===== config.mk =====
export PLATFORM = sky130hd
export DESIGN_NAME = gmii_tx_arbiter
export DESIGN_NICKNAME = d
export VERILOG_FILES = /design/src/rtl/gmii_tx_arbiter.sv
export SDC_FILE = /design/constraint.sdc
export NUM_CORES = 1
export LEC_CHECK = 0
export ABC_CLOCK_PERIOD_IN_PS = 2650
export CAP_MARGIN = 20
export CORE_MARGIN = 2
export CORE_UTILIZATION = 30
export DETAILED_ROUTE_END_ITERATION = 10
export DONT_BUFFER_PORTS = 1
export PLACE_DENSITY = 0.52
export SLEW_MARGIN = 30
export SYNTH_ARGS = -nofsm -noshare
export SYNTH_HDL_FRONTEND = slang
export SYNTH_SLANG_ARGS = --single-unit

===== constraint.sdc =====
create_clock -name clk -period 2.65 [get_ports clk]
set_clock_uncertainty 0.2 [all_clocks]
set_input_delay 0.53 -clock clk [delete_from_list [all_inputs] [get_ports clk]]
set_output_delay 0.53 -clock clk [all_outputs]
set_load 0.02 [all_outputs]

===== src/rtl/gmii_tx_arbiter.sv =====
// gmii_tx_arbiter
// Merges a bridged GMII receive stream with frames injected over AXI-Stream
// onto one GMII transmit port. Forwarded traffic cannot be stalled. It is
// either passed through whole or dropped whole. Injected frames are sent
// only while the forwarded side is quiet and the inter-frame gap has elapsed.
// Both sources reach the GMII pins with exactly one cycle of latency.
// Optional statistics: define GMII_TX_ARB_STATS_EN to build the drop, inject
// and abort counters. When it is undefined, those outputs read zero.
module gmii_tx_arbiter #(
   parameter int IFG_BYTES = 12,
   parameter int CNT_WIDTH = 16
) (
   input  logic                 clk,
   input  logic                 rst_n,
   input  logic [7:0]           fwd_rxd,
   input  logic                 fwd_rx_dv,
   input  logic                 fwd_rx_er,
   input  logic [7:0]           s_axis_tdata,
   input  logic                 s_axis_tvalid,
   output logic                 s_axis_tready,
   input  logic                 s_axis_tlast,
   input  logic                 s_axis_tuser,
   output logic [7:0]           gmii_txd,
   output logic                 gmii_tx_en,
   output logic                 gmii_tx_er,
   output logic [CNT_WIDTH-1:0] drop_count,
   output logic [CNT_WIDTH-1:0] inj_count,
   output logic [CNT_WIDTH-1:0] abort_count
);

   typedef enum logic [2:0] {
      S_IDLE      = 3'd0,
      S_FWD       = 3'd1,
      S_INJ       = 3'd2,
      S_INJ_ABORT = 3'd3,
      S_IFG       = 3'd4
   } state_t;

   typedef enum logic {
      OWN_FWD = 1'b0,
      OWN_INJ = 1'b1
   } owner_t;

   // The gap is measured on the GMII pins. An injected frame's last byte
   // leaves one cycle after it is accepted, so a gap that follows an injected
   // frame lasts IFG_BYTES cycles in S_IFG. A forwarded frame has already put
   // one idle byte on the pins by the time its dv fall is seen, so its gap
   // needs one cycle less.
   localparam logic [7:0] GAP_INJ = 8'(IFG_BYTES);
   localparam logic [7:0] GAP_FWD = 8'(IFG_BYTES - 1);

   state_t     state;
   owner_t     owner;
   logic [7:0] gap_cnt;
   logic       fwd_dv_q;
   logic       run;
   logic       fwd_start;
   logic       accept;

   // dv_q comes out of reset high. A frame already running at release
   // therefore never looks like a start, and it drains without being sent.
   assign fwd_start = fwd_rx_dv & ~fwd_dv_q;

   // Ready is withheld in IDLE whenever the forwarded side is busy. A frame
   // being ignored also holds it low, so it can never collide with an
   // injected frame. run keeps ready low until the first edge after reset.
   assign s_axis_tready = run & ((state == S_INJ) | (state == S_INJ_ABORT) |
                                 ((state == S_IDLE) & ~fwd_rx_dv));

   assign accept = s_axis_tvalid & s_axis_tready;

   // Previous forwarded dv for start detection, plus the post-reset run flag.
   always_ff @(posedge clk or negedge rst_n) begin
      if (!rst_n) begin
         fwd_dv_q <= 1'b1;
         run      <= 1'b0;
      end else begin
         fwd_dv_q <= fwd_rx_dv;
         run      <= 1'b1;
      end
   end

   // Arbitration FSM with registered GMII outputs (idle bytes unless driven).
   always_ff @(posedge clk or negedge rst_n) begin
      if (!rst_n) begin
         state      <= S_IDLE;
         owner      <= OWN_FWD;
         gap_cnt    <= 8'd0;
         gmii_txd   <= 8'h00;
         gmii_tx_en <= 1'b0;
         gmii_tx_er <= 1'b0;
      end else begin
         gmii_txd   <= 8'h00;
         gmii_tx_en <= 1'b0;
         gmii_tx_er <= 1'b0;
         case (state)
            S_IDLE: begin
               if (fwd_start) begin
                  state      <= S_FWD;
                  gmii_txd   <= fwd_rxd;
                  gmii_tx_en <= fwd_rx_dv;
                  gmii_tx_er <= fwd_rx_er;
               end else if (accept) begin
                  gmii_txd   <= s_axis_tdata;
                  gmii_tx_en <= 1'b1;
                  gmii_tx_er <= s_axis_tlast & s_axis_tuser;
                  if (s_axis_tlast) begin
                     state   <= S_IFG;
                     owner   <= OWN_INJ;
                     gap_cnt <= GAP_INJ;
                  end else begin
                     state <= S_INJ;
                  end
               end
            end

            S_FWD: begin
               gmii_txd   <= fwd_rxd;
               gmii_tx_en <= fwd_rx_dv;
               gmii_tx_er <= fwd_rx_er;
               if (!fwd_rx_dv) begin
                  owner <= OWN_FWD;
                  if (IFG_BYTES > 1) begin
                     state   <= S_IFG;
                     gap_cnt <= GAP_FWD;
                  end else begin
                     state <= S_IDLE;
                  end
               end
            end

            S_INJ: begin
               if (s_axis_tvalid) begin
                  gmii_txd   <= s_axis_tdata;
                  gmii_tx_en <= 1'b1;
                  gmii_tx_er <= s_axis_tlast & s_axis_tuser;
                  if (s_axis_tlast) begin
                     state   <= S_IFG;
                     owner   <= OWN_INJ;
                     gap_cnt <= GAP_INJ;
                  end
               end else begin
                  // Underrun: poison the byte on the wire, then swallow the rest.
                  gmii_tx_en <= 1'b1;
                  gmii_tx_er <= 1'b1;
                  state      <= S_INJ_ABORT;
                  owner      <= OWN_INJ;
               end
            end

            S_INJ_ABORT: begin
               if (accept && s_axis_tlast) begin
                  state   <= S_IFG;
                  owner   <= OWN_INJ;
                  gap_cnt <= GAP_INJ;
               end
            end

            S_IFG: begin
               if (fwd_start && (owner == OWN_FWD)) begin
                  state      <= S_FWD;
                  gmii_txd   <= fwd_rxd;
                  gmii_tx_en <= fwd_rx_dv;
                  gmii_tx_er <= fwd_rx_er;
               end else begin
                  gap_cnt <= gap_cnt - 8'd1;
                  if (gap_cnt <= 8'd1) begin
                     state <= S_IDLE;
                  end
               end
            end

            default: begin
               state <= S_IDLE;
            end
         endcase
      end
   end

`ifdef GMII_TX_ARB_STATS_EN
   logic drop_evt;
   logic inj_evt;
   logic abort_evt;

   function automatic logic [CNT_WIDTH-1:0] sat_inc(input logic [CNT_WIDTH-1:0] v);
      return (&v) ? v : v + CNT_WIDTH'(1);
   endfunction

   // A forwarded start that cannot be honoured is the whole dropped frame.
   assign drop_evt  = fwd_start & ((state == S_INJ) | (state == S_INJ_ABORT) |
                                   ((state == S_IFG) & (owner == OWN_INJ)));
   assign inj_evt   = accept & s_axis_tlast & ((state == S_IDLE) | (state == S_INJ));
   assign abort_evt = (state == S_INJ) & ~s_axis_tvalid;

   // Saturating statistics counters.
   always_ff @(posedge clk or negedge rst_n) begin
      if (!rst_n) begin
         drop_count  <= '0;
         inj_count   <= '0;
         abort_count <= '0;
      end else begin
         if (drop_evt)  drop_count  <= sat_inc(drop_count);
         if (inj_evt)   inj_count   <= sat_inc(inj_count);
         if (abort_evt) abort_count <= sat_inc(abort_count);
      end
   end
`else
   assign drop_count  = '0;
   assign inj_count   = '0;
   assign abort_count = '0;
`endif

endmodule


==> results.toml, run 1 <==
[status]
status = "completed"

[grt]
antenna_found_initial = 0
grt_usage_pct = 9.72
grt_pass1_vias = 1022
grt_pass1_wl_microns = 4870
grt_max_degree = 25
grt_overflow = 0

[clock_network]
insertion_delay_ns = 0.27
cts_sinks = 24
tritoncts = "yes"
ctsRootBufferMaster = "clkbuf_8"
cts_setup_buffers = 0
cts_htree_levels = 1
clkSlewWorstSetupHoldPaths_ns = 0.08
cts_buffer_depth = 2
cts-buffers-inserted = 3

[sta]
min_period_over_period_pct = 90.8
max_freq_ghz = 0.415
rsz0062_at_grt = "no"
setup_viol = 0
hold_viol = 0
finalCriticalPeriod_ns = 2.41
setup-tns-final_ns = 0
worst_slew_pin_slew_ns = 0.544
slew_headroom_pct = 63.8
maxSlewViolCount = 0

[setup_path]
cp-start-kind = "register"
worstSetupEndpointType = "output port"
arrival_ns = 1.68
path_class = "reg -> out"
cp_max_fo = 16
required_ns = 1.92

[synthesis]
synthSimpleGateAreaFrac_pct = 14.8
ys_seq_area_share_pct = 35.7
yosysWarnings = 0
synth_edf_count = 0
synth-seq-cells = 24
synth_compound_area_share_pct = 20.8
synth_cells = 183
synth-async-reset-ratio_pct = 100
synthMuxAreaShare_pct = 1.85
synth_area_sq_um = 1690
syn_area_per_cell_sq_um = 9.22
synth_xor_area_share_pct = 0
synth_top_family_by_area = "buffers and inverters"
synth_adder_area_share_pct = 1.48
synth-main-ff-cell = "dfrtp_1"
synth.distinct_cells = 46

[detailed_routing]
ant_nets = 0
drtIter0Drc = 67
dr_total_vias = 1179
wl_microns = 2980
via_per_inst = 4.59
wl_per_cell_microns = 11.6
dr.pass1.iters = 4
drc = 0

[cells_and_area]
drive_above_1_share_pct = 7.03
fin_util_pct = 30.2
antenna_cells = 0
fin_nets = 211
area_delta_synth_final_pct = -1.93

[floorplanning]
coreArea_sq_um = 5470
pin_count = 82
chipWidth_microns = 79.0
die_h_microns = 79.0
initial_core_util_pct = 30.8
dieArea_sq_um = 6240
num_rows = 27

[power_and_ir_drop]
p_leak_nw = 0.789
ir_drop_uv = 434
p_per_area_nw_per_um2 = 1020

[place]
dpl.hpwl_microns = 2310
io_buffers = 0
gp_congestion = 0.776

[job]
maxCapViolCount = 0

[worst_hold_path]
hold_path.class = "in -> reg"
==> cells in the final DEF, fill, tap and decap left out, drive strengths merged, types with 4 or more instances in the layout <==
cell and count:
nor3 5, o21ai 10, conb 49, inv 6, a22o 8, nor2 9
nand2 10, nand3 6, buf 4, dfrtp 23, a21oi 5, clkbuf 4
==> flip-flops by register name, indices dropped and copies added, names as in the netlist <==
| signal | cells |
|---|---|
| state | 3 |
| gmii_txd | 8 |
| fwd_dv_q | 1 |
| owner | 1 |
| gmii_tx_en | 1 |
| gap_cnt | 8 |
| gmii_tx_er | 1 |
| run | 1 |
==> area by class of cell <==
class | instances | area [sq um]
tap | 72 | 90.1
multi-input combinational | 146 | 842
fill | 600 | 3820
inverter | 6 | 22.5
clock buffer | 4 | 45.0
sequential | 24 | 602
timing repair buffer | 5 | 52.6
==> worst paths after layout <==
| kind | from | endpoint | slack [ns] | cells past startpoint |
|---|---|---|---|---|
| setup / recovery | state[1] | s_axis_tready | 0.24 | 3 |
| hold / removal | fwd_rx_dv | fwd_dv_q | 0.05 | 0 |
| setup reg to reg | state[1] | gap_cnt[1] | 0.43 | 5 |
| hold reg to reg | gap_cnt[7] | gap_cnt[7] | 0.28 | 1 |
| max in group asynchronous | rst_n | fwd_dv_q | 1.54 | 2 |
| min in group asynchronous | rst_n | gmii_tx_er | 0.49 | 2 |
==> metrics by stage <==
stage | hold WS (ns) | cells | worst slack (ns) | total power, mW | cell area [sq um]
after floorplan | 0.0344 | 230 | 0.602 | 1.38 | 1860
after global placement | 0.0358 | 251 | 0.473 | 1.46 | 1580
after detailed placement | 0.0358 | 251 | 0.465 | 1.45 | 1580
after CTS | 0.0443 | 257 | 0.253 | 1.70 | 1650
after global routing | 0.0342 | 257 | 0.124 | 1.83 | 1650
final | 0.0548 | 257 | 0.243 | 1.68 | 1650
==> critical path, cell delays in order, from the launching register on <==
cell and delay [ns]:
dfrtp_1 0.66, o21ba_1 0.27, nor3b_1 0.28, buf_4 0.20
==> cell usage after synthesis, types with 3 or more instances <==
cell type  count  area (sq um)
nand3_1        6          30.0
buf_4         48           360
nor2_1         9          33.8
dfrtp_1       23           576
nand2b_1       3          18.8
inv_1          6          22.5
o31ai_1        3          22.5
nand2_1       10          37.5
o21ai_1        4          20.0
a21oi_1        5          25.0
nor3_1         5          25.0
a22o_1         8          70.1
o21ai_0        6          30.0
==> report_power, final <==
part | leakage [nW] | internal, mW | total, mW | switching, mW
clock network | 0.0228 | 0.107 | 0.221 | 0.113
logic | 0.459 | 0.300 | 0.714 | 0.415
registers | 0.307 | 0.507 | 0.744 | 0.238
total | 0.789 | 0.914 | 1.68 | 0.766
==> metal layers <==
| metal | global-route usage (%) | wire [microns] |
|---|---|---|
| met5 | 0 | 0 |
| met2 | 16.1 | 1380 |
| met1 | 12.3 | 1290 |
| met4 | 4.83 | 59 |
| met3 | 1.48 | 243 |
==> repair_timing <==
action / 4_1_cts / 5_1_grt
hold buffers: 2 / 0
hold endpoints to repair: 24 / 0
resized for setup: 0 / 0
==> kinds of logic (layout without fill, tap and decap cells) <==
logic type,after synthesis,in the layout
DFF,24,24
muxes,3,3
AOI/OAI and AO/OA,45,45
other,2,49
adders and majority gates,2,2
buffers and inverters,60,15
and+or+nand+nor,47,47
No activity file was read; power rests on OpenSTA's default activity.
==> run 2: changes to the inputs <==
--- a/config.mk
+++ b/config.mk
@@ -11,7 +11,6 @@
 export CORE_UTILIZATION = 30
 export DETAILED_ROUTE_END_ITERATION = 10
 export DONT_BUFFER_PORTS = 1
-export PLACE_DENSITY = 0.52
 export SLEW_MARGIN = 30
 export SYNTH_ARGS = -nofsm -noshare
 export SYNTH_HDL_FRONTEND = slang
==> run 2 against run 1 <==
Net effect: sequential power increased by 2.7%; combinational power decreased by 2.8%; clock power increased by 15%; sequential share of layout area decreased by 0.055 points; largest cell class unchanged; highest routed layer unchanged.
==> results.toml, run 2 (synthesis gave the netlist of run 1 again) <==
[setup_path]
cp-start-kind = "register"
cp_max_fo = 16
arrival_ns = 1.69
worstSetupEndpointType = "output port"
path_class = "reg -> out"
worst_path_max_delay_cell = "dfrtp_1"
required_ns = 1.92
path_cells = "o21ba_1 -> nor3b_1 -> buf_4"
max_stage_delay_ns = 0.67

[grt]
grt_max_degree = 25
grt_usage_pct = 10.2
grt_overflow = 0
antenna_found_initial = 0
grt_pass1_vias = 1016
grt_pass1_wl_microns = 5090

[power_and_ir_drop]
p_sw_uw = 783
combPwrFrac_pct = 40.6
p_seq_share_pct = 44.6
p_leak_nw = 0.790
ir_drop_uv = 437
power_mw = 1.71
power.internal_uw = 929
p_per_area_nw_per_um2 = 1030
clkPwrFrac_pct = 14.8
p_sw_share_pct = 45.7

[detailed_routing]
wl_microns = 3060
drc = 0
dr.pass1.iters = 4
via_per_inst = 4.65
ant_nets = 0
wl_per_cell_microns = 12.0
drtIter0Drc = 29
dr_total_vias = 1191

[sta]
setup_viol = 0
setup_slack_ns = 0.234
max_freq_ghz = 0.414
maxSlewViolCount = 0
slew_headroom_pct = 63.3
setup-tns-final_ns = 0
hold_viol = 0
rsz0062_at_grt = "no"
finalCriticalPeriod_ns = 2.42
worst_slew_pin_slew_ns = 0.550
min_period_over_period_pct = 91.2

[clock_network]
cts_repair_resize_count = 0
insertion_delay_ns = 0.27
tritoncts = "yes"
cts_htree_levels = 1
cts_setup_buffers = 0
cts-buffers-inserted = 3
ctsRootBufferMaster = "clkbuf_8"
clkSlewWorstSetupHoldPaths_ns = 0.08
cts_buffer_depth = 2
cts_sinks = 24

[floorplanning]
coreArea_sq_um = 5470
pin_count = 82
dieArea_sq_um = 6240
chipWidth_microns = 79.0
initial_core_util_pct = 30.8
die_h_microns = 79.0
num_rows = 27

[cells_and_area]
largestRegisters = "gap_cnt: 8 flops, gmii_txd: 8 flops, state: 3 flops"
antenna_cells = 0
fin_nets = 210
area_delta_synth_final_pct = -1.78
final_common_cell = "conb_1"
n_fill_cell = 583
fin_cells = 256
drive_above_1_share_pct = 7.07
final_cell_mix = "conb_1, dfrtp_1, nand2_1"

[worst_hold_path]
hold_path.class = "in -> reg"

[place]
io_buffers = 0
preCtsSetupSlack_ns = 0.317
dpl.hpwl_microns = 2210
dp_cells = 250
gp_congestion = 0.796

[job]
maxCapViolCount = 0

[status]
status = "completed"
run 2: cell count changes in the layout (fill, tap and decap cells not counted):
cell	before	now
clkbuf_8	3	4
clkbuf_1	1	0
buf_4	3	2
run 2: per-stage QoR:
step	hold WS (ns)	util (%)	instance area [sq um]
CTS	0.0467	30.3	1660
global route	0.0306	30.3	1660
finish	0.0506	30.3	1660
detailed placement	0.0359	28.7	1570
global placement	0.0359	28.7	1570
floorplan	0.0344	-	1860
run 2: path summary, 6_finish.rpt:
path | from | end | slack, ns | cells past startpoint
setup / recovery | state[1] | s_axis_tready | 0.23 | 3
hold / removal | fwd_rx_dv | fwd_dv_q | 0.05 | 0
setup reg to reg | state[2] | state[1] | 0.24 | 5
hold reg to reg | gap_cnt[7] | gap_cnt[7] | 0.29 | 1
max in group asynchronous | rst_n | fwd_dv_q | 1.54 | 2
min in group asynchronous | rst_n | gap_cnt[2] | 0.48 | 2
run 2: metal layers:
metal,part of all wire [%],GRT usage (%),wire length (microns)
met1,43,14.2,1330
met2,46,15.1,1410
met3,8.4,2.16,257
met4,2.2,4.66,68
met5,0,0,0
run 2: power groups by stage:
stage / Combinational (mW) / Sequential [mW] / Clock [mW]
after global placement: 0.674 / 0.765 / 0
after detailed placement: 0.677 / 0.766 / 0
after floorplan: 0.715 / 0.665 / 0
after global routing: 0.787 / 0.792 / 0.282
final: 0.694 / 0.764 / 0.254
after CTS: 0.695 / 0.762 / 0.258
run 2: area by class of cell:
type                       instances  area [sq um]  share of cell area, %
clock buffer                       4          55.1                   3.32
sequential                        24           602                   36.3
tap                               72          90.1                   5.44
multi-input combinational        146           842                   50.8
timing repair buffer               4          45.0                   2.72
inverter                           6          22.5                   1.36
run 2: critical path, delay by kind of cell (launching register included):
kind                   cells  cell delay (ns)
buffers and inverters      1             0.20
flip-flops                 1             0.67
AO/OA/AOI/OAI              1             0.26
AND/OR/NAND/NOR            1             0.28
run 2: timing repair:
action | 4_1_cts | 5_1_grt
hold buffers | 2 | 0
setup endpoints to repair | 0 | 0
hold endpoints to repair | 24 | 0
